### config.mk
export PLATFORM = sky130hd
export DESIGN_NAME = simon_autoplayer
export DESIGN_NICKNAME = d
export VERILOG_FILES = /design/src/rtl/simon_autoplayer.sv
export SDC_FILE = /design/constraint.sdc
export NUM_CORES = 1
export LEC_CHECK = 0
export BUFFER_PORTS_ARGS = -buffer_cell sky130_fd_sc_hd__buf_4
export CELL_PAD_IN_SITES_DETAIL_PLACEMENT = 0
export CELL_PAD_IN_SITES_GLOBAL_PLACEMENT = 1
export CORE_MARGIN = 1
export CORE_UTILIZATION = 30
export CTS_BUF_LIST = sky130_fd_sc_hd__clkbuf_8
export CTS_CLUSTER_SIZE = 10
export DETAILED_ROUTE_END_ITERATION = 10
export GPL_TIMING_DRIVEN = 0
export PLACE_DENSITY_LB_ADDON = 0.1
export RECOVER_POWER = 50
export SLEW_MARGIN = 20
export SYNTH_ARGS = -nofsm -noshare
export SYNTH_HDL_FRONTEND = slang
export SYNTH_SLANG_ARGS = --single-unit
### constraint.sdc
create_clock -name clk -period 2.5 [get_ports clk]
set_input_delay 0.625 -clock clk [delete_from_list [all_inputs] [get_ports clk]]
set_output_delay 0.625 -clock clk [all_outputs]
set_load 0.02 [all_outputs]
### src/rtl/simon_autoplayer.sv
// simon_autoplayer: plays a Simon memory game on its own. Every game action is
// one pulse on pclk_o. Playback patterns are recorded into a 64-entry buffer
// and replayed in repeat mode. New guesses come from an 8-bit LFSR.
// Optional build macro SIMON_AUTOPLAYER_MISTAKE_EN adds the mistake_round
// input. In the round where rounds == mistake_round, the first repeat of that
// round is answered wrongly on purpose.
//
// state      | meaning
// -----------+------------------------------------------------------------
// IDLE       | waiting for start, no game in progress
// RESET_OP   | pulse op with game_rst_o held high for the whole op
// DECIDE     | one cycle: sample game LEDs, choose the next op
// INPUT_OP   | pulse op presenting a generated guess
// PLAY_OP    | pulse op stepping the game's playback (pattern recorded)
// REPEAT_OP  | pulse op presenting a recorded pattern back to the game
// END        | game over, outputs frozen until the next start
module simon_autoplayer #(
    parameter int SETUP_CYC  = 2,
    parameter int HIGH_CYC   = 2,
    parameter int SETTLE_CYC = 2,
    parameter int MAX_ROUNDS = 63
) (
    input  logic       clk,
    input  logic       rst,
    input  logic       start,
    input  logic       level_i,
    input  logic [2:0] mode_leds,
    input  logic [3:0] pattern_leds,
`ifdef SIMON_AUTOPLAYER_MISTAKE_EN
    input  logic [6:0] mistake_round,
`endif
    output logic       pclk_o,
    output logic       game_rst_o,
    output logic       level_o,
    output logic [3:0] pattern_o,
    output logic       busy,
    output logic       done,
    output logic       won,
    output logic       err,
    output logic [6:0] rounds
);
    typedef enum logic [2:0] {
        S_IDLE, S_RESET_OP, S_DECIDE, S_INPUT_OP, S_PLAY_OP, S_REPEAT_OP, S_END
    } state_t;
    typedef enum logic [1:0] {PH_SETUP, PH_HIGH, PH_SETTLE} phase_t;

    localparam logic [7:0] SETUP_LD  = 8'(SETUP_CYC - 1);
    localparam logic [7:0] HIGH_LD   = 8'(HIGH_CYC - 1);
    localparam logic [7:0] SETTLE_LD = 8'(SETTLE_CYC - 1);
    localparam logic [6:0] MAX_R     = 7'(MAX_ROUNDS);
    localparam logic [2:0] MODE_INPUT  = 3'b001;
    localparam logic [2:0] MODE_PLAY   = 3'b010;
    localparam logic [2:0] MODE_REPEAT = 3'b100;
    localparam logic [2:0] MODE_DONE   = 3'b111;

    state_t state, state_nxt, last_op;
    phase_t phase, phase_nxt;
    logic [7:0] tmr, tmr_nxt;
    logic [7:0] lfsr, lfsr_nxt;
    logic [6:0] play_idx, play_wr, rounds_inc;
    logic [5:0] rep_idx, rep_rd;
    logic [3:0] pat_mem [0:63];
    logic [3:0] gen_pat, rep_pat;
    logic in_op, first_play, first_rep;
    logic start_game, do_input, do_play, do_repeat, round_done, go_end, end_won, end_err;

    assign in_op = (state == S_RESET_OP) || (state == S_INPUT_OP) ||
                   (state == S_PLAY_OP) || (state == S_REPEAT_OP);
    assign pclk_o     = in_op && (phase == PH_HIGH);
    assign game_rst_o = (state == S_RESET_OP);

    assign lfsr_nxt   = {lfsr[6:0], lfsr[7] ^ lfsr[5] ^ lfsr[4] ^ lfsr[3]};
    assign gen_pat    = level_o ? (4'b0001 << lfsr_nxt[1:0]) : lfsr_nxt[3:0];
    assign first_play = (last_op != S_PLAY_OP);
    assign first_rep  = (last_op != S_REPEAT_OP);
    assign play_wr    = first_play ? 7'd0 : play_idx;
    assign rep_rd     = first_rep ? 6'd0 : rep_idx;
    assign rounds_inc = rounds + 7'd1;
`ifdef SIMON_AUTOPLAYER_MISTAKE_EN
    assign rep_pat = (first_rep && (rounds == mistake_round)) ? (pat_mem[0] ^ 4'b0001)
                                                              : pat_mem[rep_rd];
`else
    assign rep_pat = pat_mem[rep_rd];
`endif

    // Next state: pulse-op phase timer and the decision on sampled game LEDs
    always_comb begin
        state_nxt  = state;
        phase_nxt  = phase;
        tmr_nxt    = tmr;
        start_game = 1'b0;
        do_input   = 1'b0;
        do_play    = 1'b0;
        do_repeat  = 1'b0;
        round_done = 1'b0;
        go_end     = 1'b0;
        end_won    = 1'b0;
        end_err    = 1'b0;
        case (state)
            S_IDLE, S_END: begin
                if (start) begin
                    start_game = 1'b1;
                    state_nxt  = S_RESET_OP;
                    phase_nxt  = PH_SETUP;
                    tmr_nxt    = SETUP_LD;
                end
            end
            S_RESET_OP, S_INPUT_OP, S_PLAY_OP, S_REPEAT_OP: begin
                if (tmr != 8'd0) begin
                    tmr_nxt = tmr - 8'd1;
                end else begin
                    case (phase)
                        PH_SETUP: begin
                            phase_nxt = PH_HIGH;
                            tmr_nxt   = HIGH_LD;
                        end
                        PH_HIGH: begin
                            phase_nxt = PH_SETTLE;
                            tmr_nxt   = SETTLE_LD;
                        end
                        default: state_nxt = S_DECIDE;
                    endcase
                end
            end
            S_DECIDE: begin
                phase_nxt = PH_SETUP;
                tmr_nxt   = SETUP_LD;
                case (mode_leds)
                    MODE_INPUT: begin
                        round_done = (last_op == S_REPEAT_OP);
                        if (round_done && (rounds_inc == MAX_R)) begin
                            go_end    = 1'b1;
                            end_won   = 1'b1;
                            state_nxt = S_END;
                        end else begin
                            do_input  = 1'b1;
                            state_nxt = S_INPUT_OP;
                        end
                    end
                    MODE_PLAY: begin
                        // a full buffer with playback still running cannot be replayed
                        if (!first_play && (play_idx == 7'd64)) begin
                            go_end    = 1'b1;
                            end_err   = 1'b1;
                            state_nxt = S_END;
                        end else begin
                            do_play   = 1'b1;
                            state_nxt = S_PLAY_OP;
                        end
                    end
                    MODE_REPEAT: begin
                        do_repeat = 1'b1;
                        state_nxt = S_REPEAT_OP;
                    end
                    MODE_DONE: begin
                        go_end    = 1'b1;
                        state_nxt = S_END;
                    end
                    default: begin
                        go_end    = 1'b1;
                        end_err   = 1'b1;
                        state_nxt = S_END;
                    end
                endcase
            end
            default: state_nxt = S_IDLE;
        endcase
    end

    // State register; last_op remembers which op led into DECIDE
    always_ff @(posedge clk or posedge rst) begin
        if (rst) begin
            state   <= S_IDLE;
            phase   <= PH_SETUP;
            tmr     <= 8'd0;
            last_op <= S_IDLE;
        end else begin
            state <= state_nxt;
            phase <= phase_nxt;
            tmr   <= tmr_nxt;
            if (in_op) last_op <= state;
        end
    end

    // Game datapath: outputs, round count, generator and buffer indices
    always_ff @(posedge clk or posedge rst) begin
        if (rst) begin
            level_o   <= 1'b0;
            pattern_o <= 4'd0;
            busy      <= 1'b0;
            done      <= 1'b0;
            won       <= 1'b0;
            err       <= 1'b0;
            rounds    <= 7'd0;
            lfsr      <= 8'h01;
            play_idx  <= 7'd0;
            rep_idx   <= 6'd0;
        end else begin
            if (start_game) begin
                level_o   <= level_i;
                pattern_o <= 4'd0;
                busy      <= 1'b1;
                done      <= 1'b0;
                won       <= 1'b0;
                err       <= 1'b0;
                rounds    <= 7'd0;
                play_idx  <= 7'd0;
                rep_idx   <= 6'd0;
            end
            if (round_done) rounds <= rounds_inc;
            if (do_input) begin
                lfsr      <= lfsr_nxt;
                pattern_o <= gen_pat;
            end
            if (do_play) play_idx <= play_wr + 7'd1;
            if (do_repeat) begin
                pattern_o <= rep_pat;
                rep_idx   <= rep_rd + 6'd1;
            end
            if (go_end) begin
                busy <= 1'b0;
                done <= 1'b1;
                won  <= end_won;
                err  <= end_err;
            end
        end
    end

    // Playback buffer; contents are meaningless until written in a round
    always_ff @(posedge clk) begin
        if (do_play) pat_mem[play_wr[5:0]] <= pattern_leds;
    end
endmodule
==> results.json <==
{
  "status": "finished with violations",
  "violations": "max-capacitance violations, max-slew violations",
  "ant_nets": 0,
  "critPathMaxFanout": 10,
  "top_usage_layer": "met2",
  "antenna_found_initial": 0,
  "fill_cells": 4331,
  "ys_async_sr_fraction_pct": 17.2,
  "critPathKind": "reg2reg",
  "hp-start": "level_i",
  "met3_usage_pct": 3.46,
  "slew_violations": 64,
  "r2r_start": "last_op[0]",
  "areaGrowthSynthToFinish_pct": 25.2,
  "seq_area_um2": 9020,
  "num_rows": 77,
  "core-area_um2": 44200,
  "synth_area_per_cell_um2": 12.5,
  "setup.worst_path.end_class": "flop",
  "synthCells": 1075,
  "cts_buffers": 55,
  "dp_hpwl_um": 31200,
  "fin_nets": 1216,
  "num_vias": 9556,
  "crit_path_start_kind": "flop",
  "cts_buffer_depth": 3,
  "relSlewSlack_pct": -0.280,
  "synth_cell_type_count": 72,
  "place.gp.congestion": 0.844,
  "cts.sinks": 309,
  "die-width_um": 214,
  "crit_end": "pattern_o[3]",
  "gr-total-overflow": 0,
  "layout-drive-gt1-share_pct": 27.4,
  "final_common_cell": "edfxtp_1",
  "port_buffers": 28,
  "dp_slack_ns": -1.33,
  "multi_input_area_um2": 4860,
  "tightestPinTransition_ns": 1.50,
  "hold_path_class": "in2reg",
  "drt_iter0_markers": 719,
  "synth_edf_count": 256,
  "cp-startpoint": "last_op[0]",
  "p_per_area_nw_per_um2": 761,
  "r2r_setup_slack_ns": 0.03,
  "final_cells": 1831,
  "ys_warn_count": 0,
  "required_ns": 3.02,
  "boundaryPins": 29,
  "clock_latency_ns": 0.66,
  "setup_viol": 0,
  "die_area_um2": 45700,
  "drv_cap": 1,
  "start_util_pct": 30.4,
  "syn_nets": 1092,
  "cts_root_buf": "clkbuf_8",
  "grt.met2_usage_pct": 34.0,
  "diodes": 0,
  "reg2reg_depth": 11,
  "grtUsageTotal_pct": 21.7,
  "rr_endpoint": "pattern_o[3]",
  "drt_wl_total_um": 48600,
  "via_per_inst": 5.22,
  "hold_viol_final": 0,
  "power.total_mw": 12.8,
  "timing.hold.ws_ns": 0.186,
  "rsz0062_at_grt": "true",
  "critical_path_arrival_ns": 2.99,
  "finClkSkew_ns": 0.0299,
  "fin_crit_ns": 2.47,
  "synth_flop_cell": "edfxtp_1",
  "first_pass_iters": 5,
  "ys_ff_latch": 309,
  "grt_start_max_net_pins": 65,
  "met1_usage_pct": 31.0,
  "worst_slack_ns": 0.0283,
  "syn_area_um2": 13500,
  "die_y_um": 214,
  "leakagePower_nw": 5.74,
  "dp.cells": 1697,
  "clk_pin_slew_worst_paths_ns": 0.06,
  "drc_errors": 0,
  "grt_pass1_wl_um": 69500,
  "period_share_pct": 98.9,
  "final_cell_mix": "edfxtp_1, nand2_1, nand3_1, buf_4, clkbuf_8",
  "avgRoutedWirePerCell_um": 26.5,
  "cts_tree": "yes",
  "fmax_ghz": 0.405,
  "grt_pass1_vias": 9594,
  "peakVddDrop_mv": 0.312,
  "h-tree-depth": 2,
  "ys_seq_area_share_pct": 67.0
}
## state kept, by name, summed over array words and instances (netlist names), 3 cells and up
signal	flops
pat_mem	256
last_op	3
play_idx	7
rep_idx	6
state	3
tmr	8
pattern_o	4
rounds	7
lfsr	8
## report_power, final
group	switching, mW	internal (mW)
clock network	2.19	2.04
registers	0.180	5.77
logic	1.68	0.966
## routing by layer
layer  wire length [um]  share of wire [%]
met3               2540                5.2
met2              22000                 45
met1              22900                 47
met5                  0                  0
met4               1130                2.3
## synth_stat cells (all sizes together), types with 9 or more instances
cell	instances	area share (%)
nor3	13	0.52
nand3	76	2.8
nand2	145	4.0
mux2	17	1.4
a21oi	36	1.4
clkbuf	30	0.84
buf	35	1.3
o21ai	36	1.3
inv	16	0.45
o22ai	13	0.60
a31oi	9	0.42
nor2	105	2.9
edfxtp	256	57
o221ai	21	1.4
mux2i	57	4.2
dfrtp	52	9.7
and3	9	0.42
o211ai	12	0.67
a211oi	16	0.89
## layout make-up
| class | count | area share (%) |
|---|---|---|
| inverter | 16 | 0.379 |
| buffer | 56 | 3.30 |
| clock buffer | 55 | 4.49 |
| multi-input combinational | 685 | 28.9 |
| clock inverter | 42 | 1.08 |
| sequential | 309 | 53.5 |
| timing repair buffer | 76 | 4.00 |
| tap | 592 | 4.39 |
## cells by family after synthesis
logic type / Yosys count / share of synthesized area, %
compound gates: 188 / 9.55
xor+xnor: 14 / 0.911
fa+ha+maj: 6 / 0.558
buf+inv: 81 / 2.56
flops: 309 / 67.0
mux: 74 / 5.66
simple gates: 403 / 13.8
## through the flow
step | cell area [um^2] | util (%) | setup TNS (ns)
5_1_grt | 16900 | 38.1 | -0.0888
3_5_place_dp | 14500 | 32.7 | -204.37
4_1_cts | 16600 | 37.6 | -0.0468
2_1_floorplan | 13500 | - | 0
3_3_place_gp | 14400 | 32.6 | -245.50
6_report | 16900 | 38.1 | 0
## worst min path at each step
| stage | end | slack, ns | depth (start not counted) |
|---|---|---|---|
| 3_3_place_gp | done | 0.47 | 2 |
| 3_5_place_dp | done | 0.47 | 2 |
| 2_1_floorplan | rep_idx[4] | 0.46 | 1 |
| 5_1_grt | level_o | 0.17 | 3 |
| 4_1_cts | level_o | 0.14 | 3 |
| 6_report | level_o | 0.19 | 3 |
## critical path, cell delays in order, from the launching register on
cell and delay [ns]:
dfrtp_1 0.41, buf_6 0.17, and4b_2 0.29, buf_12 0.14
buf_12 0.13, buf_16 0.15, mux2i_1 0.18, mux2i_1 0.12
mux2i_2 0.29, o211ai_1 0.12, o211ai_1 0.20, o211ai_1 0.14
## repair_timing
| item | in CTS | in global routing |
|---|---|---|
| cloned | 0 | 1 |
| setup buffers | 33 | 11 |
| hold buffers | 1 | 0 |
| endpoints found under the hold margin | 21 | 0 |
| gates resized for setup | 260 | 55 |
| setup endpoints to repair | 282 | 141 |
| pin swaps | 13 | 13 |
(Power assumes the default switching activity.)
